## src/rtl/wimpfi_pkg.sv

```systemverilog
// Shared constants and state encoding for the WimpFi transmit framer.
package wimpfi_pkg;

    localparam logic [7:0] PREAMBLE_BYTE = 8'h55;
    localparam logic [7:0] SFD_BYTE      = 8'hD0;
    localparam logic [7:0] EOT_BYTE      = 8'h04;
    localparam logic [7:0] TYPE_DATA     = 8'h30;
    localparam logic [7:0] TYPE_DATA_CRC = 8'h32;

    typedef enum logic [3:0] {
        ST_IDLE,
        ST_LOAD,
        ST_DEFER,
        ST_PREAMBLE,
        ST_SFD,
        ST_DEST,
        ST_SRC,
        ST_TYPE,
        ST_PAYLOAD,
        ST_CRC
    } frame_state_t;

endpackage

```

## src/rtl/wimpfi_frame_builder_crc8.sv

```systemverilog
// Combinational CRC-8 (poly 0x07, MSB-first) advanced by one byte.
// Present only when WIMPFI_FRAME_CRC_EN is defined.
`ifdef WIMPFI_FRAME_CRC_EN
module crc8_byte (
    input  logic [7:0] crc_in,
    input  logic [7:0] data,
    output logic [7:0] crc_out
);

    logic [7:0] c;

    always_comb begin
        c = crc_in ^ data;
        for (int i = 0; i < 8; i++) begin
            c = c[7] ? ((c << 1) ^ 8'h07) : (c << 1);
        end
        crc_out = c;
    end

endmodule
`endif

```

## src/rtl/wimpfi_frame_builder.sv

```systemverilog
// WimpFi transmit framer: buffers a UART upload, defers on carrier, streams the frame.
// Define WIMPFI_FRAME_CRC_EN to append a CRC-8 trailer and use TYPE 0x32.
module wimpfi_frame_builder
    import wimpfi_pkg::*;
#(
    parameter int MAX_PAYLOAD    = 255,
    parameter int PREAMBLE_BYTES = 2,
    parameter int IFS_CYCLES     = 4800
) (
    input  logic       clk,
    input  logic       rst,
    input  logic [7:0] uart_data,
    input  logic       uart_valid,
    input  logic [7:0] src_addr,
    input  logic       cardet,
    input  logic       xmit_rdy,
    output logic [7:0] xmit_data,
    output logic       xmit_valid,
    output logic       busy,
    output logic [7:0] drop_cnt
);

    localparam int AW    = (MAX_PAYLOAD > 1) ? $clog2(MAX_PAYLOAD) : 1;
    localparam int CNT_W = $clog2(IFS_CYCLES + 1);

    frame_state_t     state, state_next;
    logic [7:0]       data_next;
    logic             valid_next;
    logic [7:0]       wr_ptr, wr_ptr_next;
    logic [7:0]       rd_ptr, rd_ptr_next;
    logic [CNT_W-1:0] idle_cnt, idle_next;
    logic [7:0]       pre_cnt, pre_next;
    logic             wr_en, dest_en, xfer;
    logic [7:0]       dest, rd_data;
    logic [7:0]       mem [0:MAX_PAYLOAD-1];
    logic [7:0]       crc_upd;

`ifdef WIMPFI_FRAME_CRC_EN
    localparam bit         CRC_ON    = 1'b1;
    localparam logic [7:0] TYPE_CODE = TYPE_DATA_CRC;
    logic [7:0] crc;

    crc8_byte u_crc8 (
        .crc_in (crc),
        .data   (xmit_data),
        .crc_out(crc_upd)
    );

    // CRC covers the bytes from DEST through the last payload byte.
    always_ff @(posedge clk or posedge rst) begin
        if (rst) begin
            crc <= 8'h00;
        end else if (state == ST_DEFER && state_next == ST_PREAMBLE) begin
            crc <= 8'h00;
        end else if (xfer && (state inside {ST_DEST, ST_SRC, ST_TYPE, ST_PAYLOAD})) begin
            crc <= crc_upd;
        end
    end
`else
    localparam bit         CRC_ON    = 1'b0;
    localparam logic [7:0] TYPE_CODE = TYPE_DATA;
    assign crc_upd = 8'h00;
`endif

    assign xfer = xmit_valid && xmit_rdy;

    always_ff @(posedge clk or posedge rst) begin
        if (rst) begin
            state      <= ST_IDLE;
            xmit_data  <= 8'h00;
            xmit_valid <= 1'b0;
            busy       <= 1'b0;
            drop_cnt   <= 8'h00;
            wr_ptr     <= 8'h00;
            rd_ptr     <= 8'h00;
            idle_cnt   <= '0;
            pre_cnt    <= 8'h00;
        end else begin
            state      <= state_next;
            xmit_data  <= data_next;
            xmit_valid <= valid_next;
            busy       <= !(state_next inside {ST_IDLE, ST_LOAD});
            wr_ptr     <= wr_ptr_next;
            rd_ptr     <= rd_ptr_next;
            idle_cnt   <= idle_next;
            pre_cnt    <= pre_next;
            if (uart_valid && busy && drop_cnt != 8'hFF) begin
                drop_cnt <= drop_cnt + 8'd1;
            end
        end
    end

    // Payload RAM: read address follows the next pointer so the byte after
    // the current one is already on rd_data when the handshake happens.
    always_ff @(posedge clk) begin
        if (wr_en) begin
            mem[wr_ptr[AW-1:0]] <= uart_data;
        end
        if (rd_ptr_next < 8'(MAX_PAYLOAD)) begin
            rd_data <= mem[rd_ptr_next[AW-1:0]];
        end
        if (dest_en) begin
            dest <= uart_data;
        end
    end

    always_comb begin
        state_next  = state;
        data_next   = xmit_data;
        valid_next  = xmit_valid;
        wr_ptr_next = wr_ptr;
        rd_ptr_next = rd_ptr;
        idle_next   = idle_cnt;
        pre_next    = pre_cnt;
        wr_en       = 1'b0;
        dest_en     = 1'b0;
        case (state)
            ST_IDLE: begin
                if (uart_valid && uart_data != EOT_BYTE) begin
                    dest_en    = 1'b1;
                    state_next = ST_LOAD;
                end
            end
            ST_LOAD: begin
                if (uart_valid) begin
                    if (uart_data == EOT_BYTE) begin
                        state_next = ST_DEFER;
                    end else begin
                        wr_en       = 1'b1;
                        wr_ptr_next = wr_ptr + 8'd1;
                        if (wr_ptr + 8'd1 == 8'(MAX_PAYLOAD)) begin
                            state_next = ST_DEFER;
                        end
                    end
                end
            end
            ST_DEFER: begin
                if (cardet) begin
                    idle_next = '0;
                end else if (idle_cnt == CNT_W'(IFS_CYCLES - 1)) begin
                    idle_next  = '0;
                    pre_next   = 8'h00;
                    state_next = ST_PREAMBLE;
                    data_next  = PREAMBLE_BYTE;
                    valid_next = 1'b1;
                end else begin
                    idle_next = idle_cnt + CNT_W'(1);
                end
            end
            ST_PREAMBLE: begin
                if (xfer) begin
                    if (pre_cnt == 8'(PREAMBLE_BYTES - 1)) begin
                        state_next = ST_SFD;
                        data_next  = SFD_BYTE;
                    end else begin
                        pre_next = pre_cnt + 8'd1;
                    end
                end
            end
            ST_SFD: begin
                if (xfer) begin
                    state_next = ST_DEST;
                    data_next  = dest;
                end
            end
            ST_DEST: begin
                if (xfer) begin
                    state_next = ST_SRC;
                    data_next  = src_addr;
                end
            end
            ST_SRC: begin
                if (xfer) begin
                    state_next = ST_TYPE;
                    data_next  = TYPE_CODE;
                end
            end
            ST_TYPE, ST_PAYLOAD: begin
                // rd_ptr indexes the next payload byte; equal to wr_ptr means done.
                if (xfer) begin
                    if (rd_ptr == wr_ptr) begin
                        if (CRC_ON) begin
                            state_next = ST_CRC;
                            data_next  = crc_upd;
                        end else begin
                            state_next  = ST_IDLE;
                            valid_next  = 1'b0;
                            wr_ptr_next = 8'h00;
                            rd_ptr_next = 8'h00;
                        end
                    end else begin
                        state_next  = ST_PAYLOAD;
                        data_next   = rd_data;
                        rd_ptr_next = rd_ptr + 8'd1;
                    end
                end
            end
            ST_CRC: begin
                if (xfer) begin
                    state_next  = ST_IDLE;
                    valid_next  = 1'b0;
                    wr_ptr_next = 8'h00;
                    rd_ptr_next = 8'h00;
                end
            end
            default: state_next = ST_IDLE;
        endcase
    end

endmodule

```

## config.mk

```make
export PLATFORM = sky130hd
export DESIGN_NAME = wimpfi_frame_builder
export DESIGN_NICKNAME = d
export VERILOG_FILES = /design/src/rtl/wimpfi_pkg.sv /design/src/rtl/wimpfi_frame_builder_crc8.sv /design/src/rtl/wimpfi_frame_builder.sv
export SDC_FILE = /design/constraint.sdc
export NUM_CORES = 2
export LEC_CHECK = 0
export CORE_UTILIZATION = 50
export CTS_CLUSTER_DIAMETER = 120
export DETAILED_ROUTE_END_ITERATION = 8
export PLACE_DENSITY = 0.65
export SLEW_MARGIN = 15
export SYNTH_ARGS = -nofsm -noshare
export SYNTH_HDL_FRONTEND = slang
export SYNTH_HIERARCHICAL = 1
export SYNTH_SLANG_ARGS = --single-unit
```

## constraint.sdc

```tcl
create_clock -name clk -period 10.9 [get_ports clk]
set_clock_uncertainty 0.1 [all_clocks]
set_input_delay 2.18 -clock clk [delete_from_list [all_inputs] [get_ports clk]]
set_output_delay 2.18 -clock clk [all_outputs]
set_load 0.005 [all_outputs]
```

# Yosys cells after proc, flatten, opt, wreduce, memory -nomap -nowiden
# Memory sizes are Yosys's and may differ from the RTL's. A register that Yosys moved wholly into a read port is not among the register bits.
# Cells that the tools add are included.
# word_totals
word_cells,120
input_bits,21
reg_bits,67
out_inout_bits,18
mem_bits_rw,2040
n_memories,1
# classes
eq_ne,31
n_reduce_logical,17
magnitude_cmp,1
n_mux,55
addsub,5
# memory_table
name,depth,word_bits,read_ports,rd_clocked_by_memory_dff,write_ports,line_no,rtl
mem,255,8,1,1,1,wimpfi_frame_builder.sv:35,logic [7:0] mem [0:MAX_PAYLOAD-1];
# op_table
operator,n
8-bit two-way mux,21
4-bit two-way mux,14
8-bit one-hot mux with 6 select lines,1
4-bit one-hot mux with 9 select lines,1
8-bit by 1-bit adder with 8-bit output (second input constant),4
8-bit one-hot mux with 2 select lines,2
2-bit != test (second input constant),14
13-bit two-way mux,2
8-bit one-hot mux with 3 select lines,1
4-bit by 3-bit == test with 1-bit output (second input constant),4
13-bit by 1-bit adder with 13-bit output (second input constant),1
13-bit == test (second input constant),1
1-bit two-way mux,12
6-bit AND reduction,2
10-bit AND reduction,1
4-bit by 1-bit == test with 1-bit output (second input constant),2
4-bit by 2-bit == test with 1-bit output (second input constant),2
4-bit == test (second input constant),2
8-bit by 1-bit == test with 1-bit output (second input constant),1
8-bit by 3-bit == test with 1-bit output (second input constant),1
8-bit == test,1
8-bit == test (second input constant),1
4-bit zero test,2
8-bit < comparator (second input constant),1
10 further kinds,15

# Longest topological paths before layout
# depth
word_depth,9
mapped_depth,18

# Worst setup path after synthesis
# Ideal clock, no wire load.
# synth_timing
path_kind,input to register
from,input xmit_rdy
to,"register rd_data[2] (read register of mem), data pin"
setup_slack_ps,5618
arrival_ps,4910
required_time_ps,10528
n_path_buf,5
setup_time_ps,272
path_stages,14
path_cell_list,and2_1 clkbuf_1 o21ai_1 and2_1 buf_2 nor2_4 buf_6 buf_6 buf_2 mux4_2 a221oi_1 nand2_1 a22oi_1 o32ai_1
# synth_via
elab_chain_len,4
elab_cells_between_ends,5
cone_classes,order compare: 1; mux: 3; reduce/logical: 1
# synth_rtl
element,line_no,rtl
start: declaration,wimpfi_frame_builder.sv:16,"input logic xmit_rdy,"
1-bit logical AND *,wimpfi_frame_builder.sv:65,assign xfer = xmit_valid && xmit_rdy;
8-bit two-way mux (on tied branches),"wimpfi_frame_builder.sv:199, wimpfi_frame_builder.sv:180",
8-bit one-hot mux with 2 select lines *,wimpfi_frame_builder.sv:117,case (state)
8-bit < comparator,wimpfi_frame_builder.sv:99,if (rd_ptr_next < 8'(MAX_PAYLOAD)) begin
end: declaration,wimpfi_frame_builder.sv:34,"logic [7:0] dest, rd_data;"
# Mark *: on every way between the ends. The rest lies on a longest branch, timed or not.
# A chain may end at the register's enable or synchronous reset.

# Worst setup path after layout
# layout_timing
from,input xmit_rdy
to,"register rd_data[6] (read register of mem), data pin"
# The elaborated chain is that of the path after synthesis.

==> summary.txt <==
outcome - completed
worst path arrival time - 7980 ps
Post-CTS Setup Inserts - 0
layout cells sized above 1 - 12.4%
f_max - 133 MHz
area delta synth->final - 10.9%
Fin Setup TNS - 0 ps
worst endpoint required time - 11,360 ps
CTS clk-pin slew, worst paths - 60 ps
CTS buffer count - 208
leading cell types by total area after synthesis - edfxtp_1, mux4_2, nand2_1, mux2i_1, dfrtp_1
routed wire length - 244 mm
CP Capture Type - register
Yosys cell types - 82
share of the synthesized area in the top cell type - 73.0%
CTS tree - done
nets - 5,338
Avg Cell Area, Syn - 16.0 sq um
clock tree buffer depth - 3
maximum level of the CTS H-tree - 4
Worst Hold Class - register to register
CP Launch Type - primary input
clock latency on the worst-skew pair - 870 ps
max_cap viols - 0
post-DP HPWL - 145 mm
most frequent cell after synthesis - edfxtp_1
CP max FO - 115
Max VDD drop - 0.000145 V
Tmin final - 7510 ps
fin cells - 7,686
Post-synth EDFFs - 2,056
Synthesized Nets - 5,325
Routed wire per std cell - 31.8 microns
WHS - 373 ps
Synth warnings - 6
cts hold-fix bufs - 0
Worst Tran Pin Value - 1400 ps
Mapped Cells - 5,294
vias per std cell - 6.52
I/O Buffers - 38
CTS resizes - 0
FILL cells - 12,864
I/O pin count - 39
first-pass GRT wire length - 348 mm
DRT iter0 DRCs - 7,108
CTS root buffer - clkbuf_16
P_leak - 30.1 nW
Util after Layout - 56.0%
Clock Sinks - 2,115
ys async rst share - 2.79%
sequential element share of the synthesized area - 74.7%
Final Setup Violations - 0
Placer Congestion - 0.917
pin count of the biggest net entering global routing - 189
hold path cells - 2
Power, Total - 16.4 mW
Slew HR - 6.68%
register area - 63,200 sq um
r2r worst-path depth - 13
RSZ-0062 raised after global routing - false
Die Footprint - 171,000 sq um
Setup CP Type - primary input to register
gr ovfl total - 0
Mapped Area - 84,600 sq um
GRT Overall Usage - 28.6%
drt pass-1 iters - 9
crit share post-route - 68.9%
core box area - 168,000 sq um
drc violations - 0
Die Ht - 413 microns
multi-input logic area - 19,800 sq um
number of synthesized register bits - 2,115
reg-to-reg slack, setup - 4140 ps
Vias - 50,076
Synth area leader - edfxtp_1
die width - 413 microns
Post-synth top flop - edfxtp_1
antenna violations before repair - 10
Initial Util - 50.5%
Slew Limit Fails - 0
post-placement cell count - 7,301
post-route ant nets - 0
Synth top cells by count - edfxtp_1, nand2_1, nor2_1
vias in the first global route - 47,572
Cell Rows - 150
Final Hold Viols - 0
pwr dens - 175 nW/um^2
-- registers in the layout, summed over array words and instances (netlist names) --
name and cells:
mem 2040, idle_cnt 13, dest 8, drop_cnt 8, pre_cnt 8, rd_data 8, rd_ptr 8, wr_ptr 8
xmit_data 8, state 4, busy 1, xmit_valid 1
-- routing by layer --
| metal | vias to the layer above | global-route usage (%) | routed length [microns] |
|---|---|---|---|
| met4 | 16 | 12.8 | 12400 |
| met1 | 25458 | 39.6 | 94200 |
| met2 | 3128 | 42.9 | 110000 |
| met3 | 650 | 7.23 | 28100 |
| met5 | - | 0 | 136 |
| li1 | 20824 | - | - |
-- final timing paths --
check	startpoint	end
max	xmit_rdy	rd_data[6]
min	xmit_data[5]	xmit_data[5]
max reg2reg	state[1]	rd_data[2]
min reg2reg	xmit_data[5]	xmit_data[5]
max in group asynchronous	rst	wr_ptr[6]
min in group asynchronous	rst	idle_cnt[2]
-- logic make-up (layout without fill, tap and decap cells) --
logic type,count (synthesis),after routing,share of synthesized area (%)
xor gates and xnor gates,29,29,0.300
buffers and inverters,391,577,2.13
other,0,2,0
DFF,2115,2115,74.7
AOI/OAI and AO/OA,778,778,6.74
adders and majority gates,10,10,0.148
and+or+nand+nor,1545,1545,7.82
muxes,426,426,8.16
-- critical path: stages --
cell             delay (ps)
clkdlybuf4s50_1         560
nand2_1                 350
a21oi_1                 410
nand2_2                 310
o21a_4                  420
inv_8                   660
buf_4                   640
mux4_2                  390
a221oi_1                530
a211oi_1                300
o41ai_1                 830
o32ai_1                 200
-- final cells by class --
class,count,share of cell area (%)
inverters,32,0.149
repair buffers,162,1.59
multi-input cells,2788,21.1
well taps,2204,2.94
diodes,2,0.00533
flip-flops and latches,2115,67.4
clock inverters,118,1.10
clock buffers,265,5.77
-- metrics by stage --
stage          cell area (sq um)  setup WS [ps]
2_1_floorplan              84600           5620
3_3_place_gp               87400           2140
3_5_place_dp               87400           2790
4_1_cts                    93800           3690
5_1_grt                    93800           3440
6_report                   93800           3390
-- cells in the final DEF, fill, tap and decap left out, types with 12 or more instances in the layout --
cell and count:
nand4_1 25, clkdlybuf4s50_1 30, mux4_2 211, xor2_1 20
o21ai_0 85, a22o_1 15, clkinv_2 36, dfrtp_1 59
a311oi_1 48, buf_12 12, mux2i_1 211, nand3_1 286
nand2_1 767, edfxtp_1 2056, a32oi_1 59, nor2_1 316
and3_1 61, nor3_1 18, clkinv_1 49, a221oi_1 51
a31oi_1 94, a21oi_1 95, inv_1 25, a211oi_1 86
buf_4 112, a22oi_1 59, clkbuf_16 208, o211ai_1 34
o211a_1 29, clkbuf_1 57
-- power by group --
| part | internal (mW) | leakage, nW | switching, mW | total [mW] |
|---|---|---|---|---|
| registers | 8.96 | 19.3 | 0.0558 | 9.01 |
| clock network | 3.73 | 3.12 | 3.12 | 6.85 |
| logic | 0.119 | 7.75 | 0.446 | 0.565 |
| total | 12.8 | 30.1 | 3.62 | 16.4 |
Note: power is estimated with default switching activity, not from simulation.
